<file path="config.mk">
export PLATFORM = sky130hd
export DESIGN_NAME = timer_bcd_core_flat
export DESIGN_NICKNAME = d
export VERILOG_FILES = /design/src/rtl/timer_bcd_core_if.sv /design/src/rtl/timer_bcd_core.sv /design/src/flat_wrapper.sv
export SDC_FILE = /design/constraint.sdc
export NUM_CORES = 1
export LEC_CHECK = 0
export CAP_MARGIN = 20
export CORE_ASPECT_RATIO = 1.25
export CORE_MARGIN = 4
export CORE_UTILIZATION = 45
export DETAILED_ROUTE_END_ITERATION = 6
export PLACE_DENSITY = 0.77
export SLEW_MARGIN = 20
export SYNTH_ARGS = -nofsm -noshare
export SYNTH_HDL_FRONTEND = slang
export SYNTH_SLANG_ARGS = --single-unit
</file>
<file path="constraint.sdc">
create_clock -name i_clk -period 3.45 [get_ports i_clk]
set_input_delay 0.345 -clock i_clk [delete_from_list [all_inputs] [get_ports i_clk]]
set_output_delay 0.345 -clock i_clk [all_outputs]
set_load 0.01 [all_outputs]
</file>
<file path="src/rtl/timer_bcd_core_if.sv">
// timer_bcd_core_if: control, preset and BCD digit bundle of the MM:SS timer core
interface timer_bcd_core_if;
    logic        i_start, i_stop, i_clear, i_load, i_dir, i_blank_lz;
    logic [15:0] i_preset;
    logic [3:0]  o_dig3, o_dig2, o_dig1, o_dig0;
    logic        o_run, o_done, o_tick;
    modport master (
        output i_start, i_stop, i_clear, i_load, i_dir, i_blank_lz, i_preset,
        input  o_dig3, o_dig2, o_dig1, o_dig0, o_run, o_done, o_tick
    );
    modport slave (
        input  i_start, i_stop, i_clear, i_load, i_dir, i_blank_lz, i_preset,
        output o_dig3, o_dig2, o_dig1, o_dig0, o_run, o_done, o_tick
    );
endinterface

</file>
<file path="src/rtl/timer_bcd_core.sv">
// timer_bcd_core: 1 Hz up/down MM:SS BCD timer with preset, pause and leading-zero blanking
module timer_bcd_core #(
    parameter int TICK_DIV = 50_000_000
) (
    input logic              i_clk,
    input logic              i_rst,
    timer_bcd_core_if.slave  bus
);
    localparam int PW = (TICK_DIV > 2) ? $clog2(TICK_DIV) : 1;
    typedef enum logic [1:0] {IDLE, RUN, PAUSE, DONE} state_t;
    state_t        state;
    logic [PW-1:0] presc;
    logic [15:0]   value, inc, dec, nxt, clamp;
    logic [3:0]    m1, m0, s1, s0;
    logic          dir, done_q, tick, terminal, at_end;
    assign {m1, m0, s1, s0} = value;
    assign tick = (state == RUN) && (presc == PW'(TICK_DIV - 1));
    always_comb begin
        inc[3:0]   = (s0 == 4'd9) ? 4'd0 : s0 + 4'd1;
        inc[7:4]   = (s0 != 4'd9) ? s1 : (s1 == 4'd5) ? 4'd0 : s1 + 4'd1;
        inc[11:8]  = !(s0 == 4'd9 && s1 == 4'd5) ? m0 : (m0 == 4'd9) ? 4'd0 : m0 + 4'd1;
        inc[15:12] = !(s0 == 4'd9 && s1 == 4'd5 && m0 == 4'd9) ? m1 : m1 + 4'd1;
        dec[3:0]   = (s0 == 4'd0) ? 4'd9 : s0 - 4'd1;
        dec[7:4]   = (s0 != 4'd0) ? s1 : (s1 == 4'd0) ? 4'd5 : s1 - 4'd1;
        dec[11:8]  = !(s0 == 4'd0 && s1 == 4'd0) ? m0 : (m0 == 4'd0) ? 4'd9 : m0 - 4'd1;
        dec[15:12] = !(s0 == 4'd0 && s1 == 4'd0 && m0 == 4'd0) ? m1 : m1 - 4'd1;
        nxt        = dir ? dec : inc;
        terminal   = dir ? (nxt == 16'h0000) : (nxt == 16'h5959);
        at_end     = bus.i_dir ? (value == 16'h0000) : (value == 16'h5959);
        clamp      = {(bus.i_preset[15:12] > 4'd5) ? 4'd5 : bus.i_preset[15:12],
                      (bus.i_preset[11:8]  > 4'd9) ? 4'd9 : bus.i_preset[11:8],
                      (bus.i_preset[7:4]   > 4'd5) ? 4'd5 : bus.i_preset[7:4],
                      (bus.i_preset[3:0]   > 4'd9) ? 4'd9 : bus.i_preset[3:0]};
    end
    always_ff @(posedge i_clk) begin
        if (i_rst) begin
            state  <= IDLE;
            value  <= '0;
            presc  <= '0;
            dir    <= 1'b0;
            done_q <= 1'b0;
        end else begin
            done_q <= 1'b0;
            if (bus.i_clear) begin
                state <= IDLE;
                value <= '0;
                presc <= '0;
            end else if (bus.i_load && (state == IDLE || state == DONE)) begin
                state <= IDLE;
                value <= clamp;
                presc <= '0;
            end else begin
                case (state)
                    IDLE: if (bus.i_start) begin
                        dir <= bus.i_dir;
                        // starting at the end value of the chosen direction has nothing to count
                        state  <= at_end ? DONE : RUN;
                        done_q <= at_end;
                    end
                    RUN: begin
                        presc <= tick ? '0 : presc + 1'b1;
                        if (tick) value <= nxt;
                        if (tick && terminal) begin
                            state  <= DONE;
                            done_q <= 1'b1;
                            presc  <= '0;
                        end else if (bus.i_stop) state <= PAUSE;
                    end
                    PAUSE: if (bus.i_start) state <= RUN;
                    DONE: presc <= '0;
                endcase
            end
        end
    end
    logic blank3;
    assign blank3     = bus.i_blank_lz && (m1 == 4'd0);
    assign bus.o_dig3 = blank3 ? 4'hA : m1;
    assign bus.o_dig2 = (blank3 && m0 == 4'd0) ? 4'hA : m0;
    assign bus.o_dig1 = s1;
    assign bus.o_dig0 = s0;
    assign bus.o_run  = (state == RUN);
    assign bus.o_done = done_q;
    assign bus.o_tick = tick;
endmodule

</file>
<file path="src/flat_wrapper.sv">
// flat-port wrapper written by rule: the top's interface ports become plain ports
module timer_bcd_core_flat 
#(
    parameter int TICK_DIV = 50_000_000
)
  (i_clk, i_rst, bus_i_start, bus_i_stop, bus_i_clear, bus_i_load, bus_i_dir, bus_i_blank_lz, bus_i_preset, bus_o_dig3, bus_o_dig2, bus_o_dig1, bus_o_dig0, bus_o_run, bus_o_done, bus_o_tick);
  timer_bcd_core_if bus_i ();
  input logic i_clk;
  input logic i_rst;
  input wire logic [$bits(bus_i.i_start)-1:0] bus_i_start;
  input wire logic [$bits(bus_i.i_stop)-1:0] bus_i_stop;
  input wire logic [$bits(bus_i.i_clear)-1:0] bus_i_clear;
  input wire logic [$bits(bus_i.i_load)-1:0] bus_i_load;
  input wire logic [$bits(bus_i.i_dir)-1:0] bus_i_dir;
  input wire logic [$bits(bus_i.i_blank_lz)-1:0] bus_i_blank_lz;
  input wire logic [$bits(bus_i.i_preset)-1:0] bus_i_preset;
  output wire logic [$bits(bus_i.o_dig3)-1:0] bus_o_dig3;
  output wire logic [$bits(bus_i.o_dig2)-1:0] bus_o_dig2;
  output wire logic [$bits(bus_i.o_dig1)-1:0] bus_o_dig1;
  output wire logic [$bits(bus_i.o_dig0)-1:0] bus_o_dig0;
  output wire logic [$bits(bus_i.o_run)-1:0] bus_o_run;
  output wire logic [$bits(bus_i.o_done)-1:0] bus_o_done;
  output wire logic [$bits(bus_i.o_tick)-1:0] bus_o_tick;
  assign bus_i.i_start = bus_i_start;
  assign bus_i.i_stop = bus_i_stop;
  assign bus_i.i_clear = bus_i_clear;
  assign bus_i.i_load = bus_i_load;
  assign bus_i.i_dir = bus_i_dir;
  assign bus_i.i_blank_lz = bus_i_blank_lz;
  assign bus_i.i_preset = bus_i_preset;
  assign bus_o_dig3 = bus_i.o_dig3;
  assign bus_o_dig2 = bus_i.o_dig2;
  assign bus_o_dig1 = bus_i.o_dig1;
  assign bus_o_dig0 = bus_i.o_dig0;
  assign bus_o_run = bus_i.o_run;
  assign bus_o_done = bus_i.o_done;
  assign bus_o_tick = bus_i.o_tick;
  timer_bcd_core #(.TICK_DIV(TICK_DIV)) u_core (.i_clk(i_clk), .i_rst(i_rst), .bus(bus_i));
endmodule
</file>
==> out/qor.txt, run 1 <==
post-place setup slack: 0.4287 ns
Final Wtd Congestion: 0.9492
CTS clk-pin slew, worst paths: 0.09 ns
Synth top area share: 0.2715
H-Tree Depth: 2
reg2reg start: u_core.presc[24]$_SDFFE_PP0P_
asr flop ratio synth: 0
slew of the pin with the lowest slew margin: 0.7675 ns
Setup Viol. Count Final: 0
Crit. Startpoint: u_core.presc[24]$_SDFFE_PP0P_
vias in the first global route: 3,318
Residual DRC: 0
Max-Cap Viols: 0
synthesized area: 0.003392 mm^2
critical path class: flip-flop to flip-flop
Post-Synth Adder-Cell Area: 0.03689
Cells on Worst Hold Path: 2
Final Critical Period: 3.080 ns
worst setup margin: 0.3697 ns
post-synthesis simple-gate area fraction: 0.3549
CTS sink count: 46
CTS root buf: clkbuf_8
largest net degree at the start of global routing: 24
first-pass GRT wire length: 15.83 mm
final period utilization: 0.8929
largest family of logic cells by synthesized area: simple AND/OR/NAND/NOR gates
Initial Util: 0.4611
Routed WL per cell: 17.08 um
FF+latch area: 920.9 um^2
gr usage total: 0.2152
R2R Setup Slk: 0.37 ns
Max Clk Rate: 0.3246 GHz
DR pass1 iterations: 4
worst r2r path cells: 5
worst-case clock buffer depth: 2
Clk Latency, worst-skew pair: 0.31 ns
Worst Hold Launch: u_core.presc[23]$_SDFFE_PP0P_
number of synthesized register bits: 46
n_diodes: 0
yosys warns: 0
top_reg_cell synth: dfxtp_1
register area share after synthesis: 0.2715
num ports: 43
P_leak: 1.300 nW
Final HPWL DP: 7.165 mm
area of the multi-input gates: 0.002246 mm^2
synth-to-layout area growth: 16.93%
Gate Count Post-Synth: 446
number of buffers created by CTS: 5
DRT iter0 DRCs: 241
Mapped Nets: 480
via count: 3,435
synth unique cells: 65
Req. time, crit path: 3.66 ns
CTS tree: yes
layout cell share with drive strength beyond 1: 0.06765
die height: 105.1 um
Net count, final: 506
FILL cells: 692
die width: 85.66 um
commonest cells in the netlist: 57 x nor2_1, 46 x dfxtp_1, 28 x nand2_1
Compound-Gate Fraction of Synth Area: 0.1752
Final Hold Vio Count: 0
crit path max fanout: 19
Post-CTS Setup Bufs: 0
Min-Delay Endpoint: u_core.presc[23]$_SDFFE_PP0P_
post-synthesis mux area share: 0.01512
most frequent cell after synthesis: nor2_1
area leader, netlist: dfxtp_1
Post-Syn Area per Cell: 7.605 um^2
unrepaired setup endpoints after global routing: no
Slew HR: 0.4873
post-route ant nets: 0
sum of negative setup slack: 0 ns
CTS Hold Buffers Added: 0
post-synthesis xor/xnor area fraction: 0.08004
grt ovf: 0
Die Footprint: 0.009000 mm^2
Pwr per Cell Area: 294.1 mW/mm^2
Worst EP arrival: 3.29 ns
antenna violations before repair: 0
number of flops mapped to enable cells by yosys: 0
CP startpoint kind: flip-flop
vias per cell: 6.080
Clock Skew: 0.02113 ns
Area contributors post-synth: dfxtp_1 27%, nor2_1 6.3%, xor2_1 4.1%, xnor2_1 3.9%, ha_1 3.7%
CP Capture Type: flip-flop
class of the worst hold path: flip-flop to flip-flop
CORE AREA: 0.007357 mm^2
number of I/O port buffers: 42
Crit Reg-Reg Endpoint: u_core.value[14]$_SDFFE_PP0P_
final wirelength: 9.652 mm
VDD IR max: 0.0001864 V
outcome: completed
Pins Over Slew Limit: 0
Resized Gates After CTS: 0
# rows: 35
==> layout by cell type, fill, tap and decap left out, types with 6 or more instances in the layout <==
cell type	synthesis	routed
nand3_1	18	18
ha_1	10	10
nor2_1	57	57
buf_4	8	16
and3_1	10	10
dfxtp_1	46	46
o21ai_0	21	21
a211oi_1	6	6
nand2_1	28	28
clkdlybuf4s50_1	0	42
xor2_1	16	16
nand4_1	20	20
nor3b_1	8	8
xnor2_1	15	15
a21oi_1	18	18
inv_1	9	9
nor2b_1	6	6
nor3_1	13	13
nor4_1	8	8
==> worst max-delay path by stage <==
| stage | to | depth (start not counted) | slack [ns] |
|---|---|---|---|
| finish | u_core.value[14]$_SDFFE_PP0P_ | 5 | 0.37 |
| detailed placement | u_core.value[14]$_SDFFE_PP0P_ | 5 | 0.43 |
| CTS | u_core.value[14]$_SDFFE_PP0P_ | 5 | 0.35 |
| global placement | u_core.value[2]$_SDFFE_PP0P_ | 7 | 0.49 |
| global route | u_core.value[2]$_SDFFE_PP0P_ | 7 | 0.21 |
| floorplan | u_core.value[12]$_SDFFE_PP0P_ | 6 | 0.71 |
==> worst max-delay path, stage by stage (launching register included) <==
cell and delay (ns):
dfxtp_1 0.35, or4b_1 0.55, or4b_4 0.54, or4_1 0.83
or3_1 0.45, a311oi_1 0.27
==> metrics by stage <==
| step | cell area [um^2] | total power, mW | utilization | instances | hold slack [ns] |
|---|---|---|---|---|---|
| 6_report | 3966 | 1.166 | 0.5391 | 565 | 0.5181 |
| 5_1_grt | 3966 | 1.206 | 0.5391 | 565 | 0.5745 |
| 4_1_cts | 3966 | 1.168 | 0.5391 | 565 | 0.5274 |
| 3_5_place_dp | 3860 | 0.7618 | 0.5247 | 557 | 0.5023 |
| 3_3_place_gp | 3860 | 0.7610 | 0.5247 | 557 | 0.4865 |
| 2_1_floorplan | 3392 | 0.6777 | - | 446 | 0.4174 |
==> metal layers <==
| metal | routed length, um | track usage | vias to the layer above |
|---|---|---|---|
| li1 | - | - | 1674 |
| met2 | 4995 | 0.3917 | 113 |
| met1 | 3950 | 0.2459 | 1622 |
| met5 | 0 | 0 | - |
| met4 | 274 | 0.07692 | 0 |
| met3 | 431 | 0.03864 | 26 |
==> where the power goes <==
part | switching [mW] | leakage, nW | internal [mW] | total [mW]
Sequential | 0.0198 | 0.372 | 0.538 | 0.558
Clock | 0.196 | 0.0524 | 0.217 | 0.414
Combinational | 0.0995 | 0.876 | 0.0953 | 0.195
==> layout make-up <==
cell class | instances | share of cell area
multi-input cells | 351 | 0.5662
inverters | 10 | 0.009464
clock inverters | 1 | 0.007571
clock buffers | 7 | 0.01924
flip-flops and latches | 46 | 0.2322
repair buffers | 58 | 0.1363
well taps | 92 | 0.02902
==> registers in the layout (all words and copies together), names as in the netlist <==
name               cells
u_core.dir             1
u_core.bus.o_done      1
u_core.value          16
u_core.state           2
u_core.presc          26
==> cell families (layout without fill, tap and decap cells) <==
| kind of cell | Yosys count | count (layout) |
|---|---|---|
| xor+xnor | 31 | 31 |
| buf+inv | 49 | 76 |
| simple gates | 216 | 216 |
| fa+ha+maj | 10 | 10 |
| flops | 46 | 46 |
| compound gates | 89 | 89 |
| mux | 5 | 5 |
No activity file was read; power rests on OpenSTA's default activity.
==> run 2, diff against run 1 <==
--- a/config.mk
+++ b/config.mk
@@ -10,7 +10,9 @@
 export CORE_MARGIN = 4
 export CORE_UTILIZATION = 45
 export DETAILED_ROUTE_END_ITERATION = 6
+export GPL_TIMING_DRIVEN = 0
 export PLACE_DENSITY = 0.77
+export SKIP_LAST_GASP = 1
 export SLEW_MARGIN = 20
 export SYNTH_ARGS = -nofsm -noshare
 export SYNTH_HDL_FRONTEND = slang
==> out/qor.txt, run 2 (same netlist as run 1, synthesis figures left out) <==
Max-Cap Viols: 0 (unchanged)
delay-heaviest family, CP: simple AND/OR/NAND/NOR gates
Slew HR: 0.5246 (+0.03732)
Gate power share: 0.167 (about the same)
crit path max fanout: 10 (-9)
CP startpoint kind: flip-flop
post-place setup slack: 0.1215 ns (-0.3072 ns)
CTS sink count: 46 (unchanged)
internal power: 0.9432 mW (+11%)
die width: 85.66 um (unchanged)
final wirelength: 9.927 mm (+2.8%)
switching share of power: 0.2526 (-0.01803)
Largest register FFs: 26 (unchanged)
via count: 3,516 (+2.4%)
n_diodes: 0 (unchanged)
Buf/Inv on CP: 2 (+2)
final core occ: 0.5571 (+0.01803)
Clk Latency, worst-skew pair: 0.30 ns (about the same)
Worst EP arrival: 3.45 ns (+0.16 ns)
most frequent cells in the layout: 57 x nor2_1, 46 x dfxtp_1, 42 x clkdlybuf4s50_1
Sw Pwr: 0.3188 mW (+0.98%)
post-route ant nets: 0 (unchanged)
num ports: 43 (unchanged)
Final HPWL DP: 7.618 mm (+6.3%)
sequential power share: 0.434 (-0.044)
largest net degree at the start of global routing: 15 (-38%)
Final Wtd Congestion: 0.9959 (+4.9%)
worst setup margin: 0.1924 ns (-0.1773 ns)
H-Tree Depth: 2 (unchanged)
hold_ws: 0.5381 ns (+0.01996 ns)
largest registers: u_core.presc: 26 flops, u_core.value: 16 flops, u_core.state: 2 flops
worst-case clock buffer depth: 2 (unchanged)
Residual DRC: 0 (unchanged)
P_leak: 1.335 nW (+2.7%)
Clock power frac: 0.399 (+0.044)
vias in the first global route: 3,354 (+1.1%)
Routed WL per cell: 16.85 um (-1.3%)
number of buffers created by CTS: 5 (unchanged)
DR pass1 iterations: 5 (+1)
Top reg by flops: u_core.presc
synth-to-layout area growth: 20.84%
Clock Skew: 0.01325 ns (-0.007881 ns)
first-pass GRT wire length: 16.14 mm (+2.0%)
crit-path cells: clkbuf_1, nor4_1, buf_2, a31oi_1, o221ai_1, or3b_2, or4_1, a222oi_1, nand3b_1
CORE AREA: 0.007357 mm^2 (unchanged)
Setup Viol. Count Final: 0 (unchanged)
Final Hold Vio Count: 0 (unchanged)
VDD IR max: 0.0001979 V (+6.2%)
Pwr per Cell Area: 307.9 mW/mm^2 (+4.7%)
class of the worst hold path: flip-flop to flip-flop
R2R Setup Slk: 0.19 ns (-0.18 ns)
vias per cell: 5.969 (-1.8%)
critical path class: flip-flop to flip-flop
slew of the pin with the lowest slew margin: 0.7116 ns (-0.05593 ns)
unrepaired setup endpoints after global routing: no
Pins Over Slew Limit: 0 (unchanged)
antenna violations before repair: 0 (unchanged)
commonest non-fill, non-tap cell in the layout: nor2_1
layout cell share with drive strength beyond 1: 0.07042 (+0.002769)
final period utilization: 0.9442 (+0.05139)
grt ovf: 0 (unchanged)
total power: 1.262 mW (+8.2%)
CP max-delay cell: or3b_2
die height: 105.1 um (unchanged)
Initial Util: 0.4611 (unchanged)
number of I/O port buffers: 42 (unchanged)
gr usage total: 0.2214 (+0.006223)
CTS Hold Buffers Added: 0 (unchanged)
CP Capture Type: flip-flop
Max Clk Rate: 0.3070 GHz (-5.4%)
Req. time, crit path: 3.64 ns (-0.02 ns)
Die Footprint: 0.009000 mm^2 (unchanged)
Final Critical Period: 3.258 ns (+0.1773 ns)
CP max stage delay: 0.50 ns (-0.33 ns)
DRT iter0 DRCs: 324 (+34%)
CTS clk-pin slew, worst paths: 0.10 ns (about the same)
Net count, final: 530 (+4.7%)
CTS root buf: clkbuf_8
CTS tree: yes
sum of negative setup slack: 0 ns (unchanged)
outcome: completed
Post-CTS Setup Bufs: 0 (unchanged)
# rows: 35 (unchanged)
run 2: layer usage:
metal	vias to the layer above	global-route usage	share of wire
li1	1724	-	-
met1	1643	0.2636	0.41
met2	123	0.3922	0.51
met3	26	0.03470	0.051
met4	0	0.08371	0.032
met5	-	0	0
run 2: final timing paths:
check                                              startpoint                             to  depth (start not counted)
worst max-delay path             u_core.value[1]$_SDFFE_PP0P_   u_core.state[1]$_SDFFE_PP0P_                          9
worst min register to register  u_core.presc[15]$_SDFFE_PP0P_  u_core.presc[15]$_SDFFE_PP0P_                          2
worst min-delay path            u_core.presc[15]$_SDFFE_PP0P_  u_core.presc[15]$_SDFFE_PP0P_                          2
worst max register to register   u_core.value[1]$_SDFFE_PP0P_   u_core.state[1]$_SDFFE_PP0P_                          9
run 2: worst min-delay path: stages, from the launching register on:
cell	delay, ns
dfxtp_1	0.36
xor2_1	0.07
nor2_1	0.08
run 2: layout make-up:
cell class | instances | area [um^2]
fill | 719 | 3258
clock inverter | 2 | 60.06
tap | 92 | 115.1
inverter | 10 | 37.54
buffer | 39 | 187.7
multi-input combinational | 351 | 2270
timing repair buffer | 43 | 425.4
clock buffer | 6 | 82.58
sequential | 46 | 920.9
run 2: power by group through the flow:
stage | registers [mW] | logic [mW] | clock network, mW
2_1_floorplan | 0.557 | 0.121 | 0
3_3_place_gp | 0.560 | 0.207 | 0
4_1_cts | 0.547 | 0.209 | 0.516
6_report | 0.548 | 0.210 | 0.504
3_5_place_dp | 0.560 | 0.207 | 0
5_1_grt | 0.549 | 0.229 | 0.530
run 2: what timing repair did:
action	4_1_cts	5_1_grt
gates resized for setup	0	3
endpoints found under the setup margin	0	4
hold endpoints to repair	0	0
run 2: metrics by stage:
| stage | std cells | area, um^2 |
|---|---|---|
| after global routing | 589 | 4099 |
| final | 589 | 4099 |
| after global placement | 580 | 3928 |
| after CTS | 589 | 4081 |
| after floorplan | 446 | 3392 |
| after detailed placement | 581 | 3939 |
==> edit 1 (settings of run 2) <==
The 4 states of `state_t` get a one-hot encoding in 4 bits.
--- a/src/rtl/timer_bcd_core.sv
+++ b/src/rtl/timer_bcd_core.sv
@@ -8,5 +8,5 @@
 );
     localparam int PW = (TICK_DIV > 2) ? $clog2(TICK_DIV) : 1;
-    typedef enum logic [1:0] {IDLE, RUN, PAUSE, DONE} state_t;
+    typedef enum logic [3:0] {IDLE = 4'b0001, RUN = 4'b0010, PAUSE = 4'b0100, DONE = 4'b1000} state_t;
     state_t        state;
     logic [PW-1:0] presc;
Function: no difference found for any inputs over 4 cycles, from zero or initial values and one cycle with i_rst high; so few cycles prove little.
==> edit 1 against run 2 <==
Clock power down 19%; utilization down 0.39 points; power shrank 3.9%; global-route usage decreased by 3.1 points; setup slack gained 0.022 ns; count of clock-buffer cells in the layout unchanged; final area increased by 0.49%; critical path depth did not move; final cell count did not move; sequential cell count increased by 2; routed wire length down 11%; synthesized area increased by 2.4%; synthesized cell count grew 0.45%; critical path type is now register to primary output; largest cell class unchanged; largest power group unchanged.
==> edit 1: results (changes against run 2) <==
{
  "power": {
    "peak_supply_drop": {"value": 257, "unit": "µV", "change": "+30%"},
    "static-leakage-power": {"value": 1.43, "unit": "nW", "change": "+6.9%"}
  },
  "worst_setup_path": {
    "critPathArrivalTime": {"value": 2.89, "unit": "ns", "change": "-0.56 ns"},
    "timing.rr.end": "u_core.state[3]",
    "crit_path_top_delay_cell": "sky130_fd_sc_hd__or4_4",
    "crit_path_max_fanout": {"value": 11, "change": "+1"},
    "timing.rr.start": "u_core.value[5]",
    "worst_path_largest_cell_delay": {"value": 0.57, "unit": "ns", "change": "+0.07 ns"},
    "critPathTopFamily": "buffers and inverters"
  },
  "placement": {
    "worst_slack_placed": {"value": 0.344, "unit": "ns", "change": "+0.222 ns"},
    "routabilityCongestion": {"value": 0.906, "change": "-9.0%"},
    "placed_cells": {"value": 582, "change": "+0.17%"},
    "dpl-instance-area": {"value": 4010, "unit": "µm²", "change": "+1.7%"},
    "post-dp-hpwl": {"value": 6870, "unit": "µm", "change": "-9.8%"}
  },
  "drt": {
    "routed-via-count": {"value": 3477, "change": "-1.1%"},
    "vias_per_cell": {"value": 5.90, "change": "-1.1%"},
    "dr_wl_met3": {"value": 538, "unit": "µm", "change": "+6.5%"},
    "route.layer.met1.wl": {"value": 3600, "unit": "µm", "change": "-12%"}
  },
  "outcome": {
    "run_status": "finished, final reports clean"
  },
  "layout": {
    "area_added_between_synthesis_and_finish_pct": 18.6,
    "largest_registers": "u_core.presc x26, u_core.value x16, u_core.state x4",
    "nNetsFinal": {"value": 525, "change": "-0.94%"},
    "nFillCells": {"value": 688, "change": "-4.3%"}
  },
  "sta": {
    "worst-slew-pin-transition": {"value": 0.889, "unit": "ns", "change": "+0.178 ns"},
    "hold_slack": {"value": 0.497, "unit": "ns", "change": "-0.0410 ns"},
    "finClkSkew": {"value": 0.00638, "unit": "ns", "change": "-0.00687 ns"}
  },
  "synthesis": {
    "synth_top_cells_by_area": "sky130_fd_sc_hd__dfxtp_1, sky130_fd_sc_hd__nor2_1, sky130_fd_sc_hd__nand2_1",
    "total_nets_after_synthesis": {"value": 477, "change": "-0.63%"},
    "synth_cells": {"value": 448, "change": "+0.45%"}
  },
  "grt": {
    "grt_usage": {"value": 19.0, "unit": "%", "change": "-3.1 points"},
    "vias_in_the_first_global_route": {"value": 3190, "change": "-4.9%"}
  },
  "min_path": {
    "startpoint_of_the_lowest_slack_hold_path": "u_core.presc[25]",
    "hold_end": "u_core.presc[25]"
  }
}
## edit 1: cell count changes in the layout (fill, tap and decap cells not counted), moves of 6 or more
cell | run 2 | this run
sky130_fd_sc_hd__a21oi_1 | 18 | 26
sky130_fd_sc_hd__nand2_1 | 28 | 41
sky130_fd_sc_hd__nor2_1 | 57 | 65
sky130_fd_sc_hd__or4_4 | 0 | 6
sky130_fd_sc_hd__and3_1 | 10 | 4
sky130_fd_sc_hd__clkbuf_1 | 26 | 13
sky130_fd_sc_hd__nand4_1 | 20 | 7
## edit 1: worst max-delay path by stage
stage,start,endpoint,slack (ns),cells past startpoint
floorplan,u_core.value[8],u_core.state[3],0.96,9
global placement,u_core.state[2],bus_o_tick,0.34,10
detailed placement,u_core.state[2],bus_o_tick,0.34,10
CTS,u_core.state[2],bus_o_tick,0.1,9
global route,u_core.state[1],bus_o_tick,0.05,9
finish,u_core.state[2],bus_o_tick,0.21,9
## edit 1: repair_timing
action                     in CTS  in global routing
setup endpoints to repair       1                  1
hold buffers                    0                  0
setup buffers                   0                  0
gates cloned                    0                  0
pin swaps                       0                  0
resized for setup               0                  3
## edit 1: routing by layer
layer | global-route usage, % | vias to the layer above
met5 | 0 | -
li1 | - | 1708
met3 | 2.87 | 20
met2 | 34.6 | 136
met4 | 6.24 | 0
met1 | 22.4 | 1613
## edit 1: area by class of cell
type | instances | area share (%)
Buffer | 37 | 6.29
Clock buffer | 6 | 1.76
Clock inverter | 2 | 0.851
Inverter | 13 | 1.25
Multi-Input combinational cell | 349 | 53.5
Sequential cell | 48 | 23.3
Tap cell | 92 | 2.79
Timing Repair Buffer | 42 | 10.2
## edit 1: worst min-delay path: cells and delay by family, from the launching register on
kind | cells | cell delay (ns)
flip-flops | 1 | 0.32
AO/OA/AOI/OAI | 2 | 0.13
## edit 1: power groups by stage
stage               logic, mW  clock network, mW  registers (mW)
CTS                     0.234              0.413           0.572
detailed placement      0.233                  0           0.585
finish                  0.235              0.406           0.572
global placement        0.230                  0           0.584
floorplan               0.148                  0           0.582
global route            0.255              0.437           0.574
## edit 1: cell families (layout without fill, tap and decap cells)
logic type | count (synthesis) | after routing | share of synthesized area, %
buffers and inverters | 51 | 100 | 8.94
AOI/OAI and AO/OA | 97 | 97 | 19.7
muxes | 4 | 4 | 1.15
adders and majority gates | 5 | 5 | 1.80
xor gates and xnor gates | 27 | 27 | 7.03
and+or+nand+nor | 216 | 216 | 33.7
DFF | 48 | 48 | 27.7
==> edit 2 (settings of run 2) <==
Made on the original files. `TICK_DIV` is set to 50_000_000 in 2 places; all go to 25_000_000.
--- a/src/rtl/timer_bcd_core.sv
+++ b/src/rtl/timer_bcd_core.sv
@@ -1,5 +1,5 @@
 // timer_bcd_core: 1 Hz up/down MM:SS BCD timer with preset, pause and leading-zero blanking
 module timer_bcd_core #(
-    parameter int TICK_DIV = 50_000_000
+    parameter int TICK_DIV = 25_000_000
 ) (
     input logic              i_clk,
--- a/src/flat_wrapper.sv
+++ b/src/flat_wrapper.sv
@@ -2,5 +2,5 @@
 module timer_bcd_core_flat 
 #(
-    parameter int TICK_DIV = 50_000_000
+    parameter int TICK_DIV = 25_000_000
 )
   (i_clk, i_rst, bus_i_start, bus_i_stop, bus_i_clear, bus_i_load, bus_i_dir, bus_i_blank_lz, bus_i_preset, bus_o_dig3, bus_o_dig2, bus_o_dig1, bus_o_dig0, bus_o_run, bus_o_done, bus_o_tick);
Function: no difference found for any inputs over 4 cycles, from zero or initial values and one cycle with i_rst high; that may be too few to reach the edited logic, so the function may still have changed.
==> edit 2 against run 2 <==
Routed wire length is 19% lower; synthesized cell count is 11% lower; die area down 5.7%; setup slack improved by 0.056 ns; sequential cell count is 1 lower; hold slack lost 0.029 ns; critical path depth unchanged; power decreased by 16%; sequential share of layout area increased by 1.2 points; final area down 7.2%; synthesized area shrank 6.2%; sequential power shrank 2%; critical endpoint is now u_core.state[0]; highest routed layer unchanged.
==> edit 2: results (changes against run 2) <==
{
  "drt": {
    "dr_wl_met3": {"value": 371, "unit": "µm", "change": "-27%"},
    "routed_wl": {"value": 8050, "unit": "µm", "change": "-19%"},
    "route.layer.met1.wl": {"value": 3240, "unit": "µm", "change": "-21%"},
    "vias_per_cell": {"value": 5.74, "change": "-3.8%"}
  },
  "sta": {
    "final.min_clock_period": {"value": 3.20, "unit": "ns", "change": "-0.0561 ns"},
    "finClkSkew": {"value": 0.0131, "unit": "ns", "change": "-0.000180 ns"},
    "maxSlewHeadroom": {"value": 52.6, "unit": "%", "change": "+0.096 points"}
  },
  "layout": {
    "layout_cell_share_with_drive_strength_beyond_1": {"value": 9.60, "unit": "%", "change": "+2.6 points"},
    "nNetsFinal": {"value": 481, "change": "-9.2%"},
    "largest_registers": "u_core.presc x25, u_core.value x16, u_core.state x2",
    "post_layout_nonfiller_instances": {"value": 538, "change": "-8.7%"},
    "nFillCells": {"value": 643, "change": "-11%"}
  },
  "synthesis": {
    "synth_top_cells_by_area": "sky130_fd_sc_hd__dfxtp_1, sky130_fd_sc_hd__xor2_1, sky130_fd_sc_hd__nor2_1",
    "yosysUniqueCellTypes": {"value": 62, "change": "-4.6%"},
    "muxShareOfSynthArea": {"value": 2.36, "unit": "%", "change": "+0.85 points"},
    "synth.cells.most_frequent": "sky130_fd_sc_hd__nor2_1, sky130_fd_sc_hd__dfxtp_1, sky130_fd_sc_hd__nand2_1",
    "synth_cells": {"value": 398, "change": "-11%"},
    "synth_xor_area_share": {"value": 9.64, "unit": "%", "change": "+1.6 points"}
  },
  "placement": {
    "routabilityCongestion": {"value": 0.921, "change": "-7.5%"},
    "worst_slack_placed": {"value": 0.218, "unit": "ns", "change": "+0.0963 ns"}
  },
  "grt": {
    "global_route_wire_length_before_repair": {"value": 13400, "unit": "µm", "change": "-17%"},
    "grt_usage": {"value": 18.9, "unit": "%", "change": "-3.2 points"},
    "met1_usage": {"value": 21.3, "unit": "%", "change": "-5.1 points"}
  },
  "power": {
    "static-leakage-power": {"value": 1.30, "unit": "nW", "change": "-2.7%"},
    "peak_supply_drop": {"value": 253, "unit": "µV", "change": "+28%"}
  },
  "outcome": {
    "run_status": "finished, final reports clean"
  },
  "worst_setup_path": {
    "critPathArrivalTime": {"value": 3.41, "unit": "ns", "change": "-0.04 ns"}
  }
}
==> edit 2: cell types whose count changed after synthesis, sizes merged, moves of 4 or more <==
cell	run 2	this run
clkbuf	26	17
a21oi	18	14
buf	13	17
nand4	20	4
xor2	16	20
nand3	18	13
nor2	57	46
nor3b	8	3
nor4b	4	8
==> edit 2: power by group <==
group          leakage (nW)  switching, mW  internal (mW)
Clock                0.0385          0.180          0.144
Combinational         0.896         0.0991         0.0947
Sequential            0.364         0.0104          0.526
==> edit 2: through the flow <==
step	instance area [µm²]	utilization [%]
floorplan	3180	-
global placement	3710	53.6
detailed placement	3710	53.6
CTS	3800	54.8
global route	3800	54.9
finish	3800	54.9
==> edit 2: layout make-up <==
type,count,area [µm²],area share (%)
clock inverter,1,7.51,0.197
multi-input combinational,307,2050,53.9
clock buffer,7,76.3,2.01
buffer,34,191,5.03
timing repair buffer,42,420,11.0
tap,90,113,2.96
inverter,12,45.0,1.18
sequential,45,901,23.7
==> edit 2: path summary, 6_finish.rpt <==
path / to / slack, ns / start
max: u_core.state[0] / 0.25 / u_core.value[2]
max reg2reg: u_core.state[0] / 0.25 / u_core.value[2]
min: u_core.presc[11] / 0.51 / u_core.presc[11]
min reg2reg: u_core.presc[11] / 0.51 / u_core.presc[11]
==> edit 2: worst max-delay path, cell delays in order, from the launching register on <==
cell                       delay [ns]
sky130_fd_sc_hd__dfxtp_1         0.37
sky130_fd_sc_hd__or3_1           0.44
sky130_fd_sc_hd__buf_2           0.22
sky130_fd_sc_hd__nor4b_2         0.29
sky130_fd_sc_hd__o22ai_1         0.12
sky130_fd_sc_hd__a211oi_1        0.51
sky130_fd_sc_hd__or4b_1          0.53
sky130_fd_sc_hd__a211oi_2        0.29
sky130_fd_sc_hd__o21ai_2         0.11
sky130_fd_sc_hd__a211oi_1        0.23
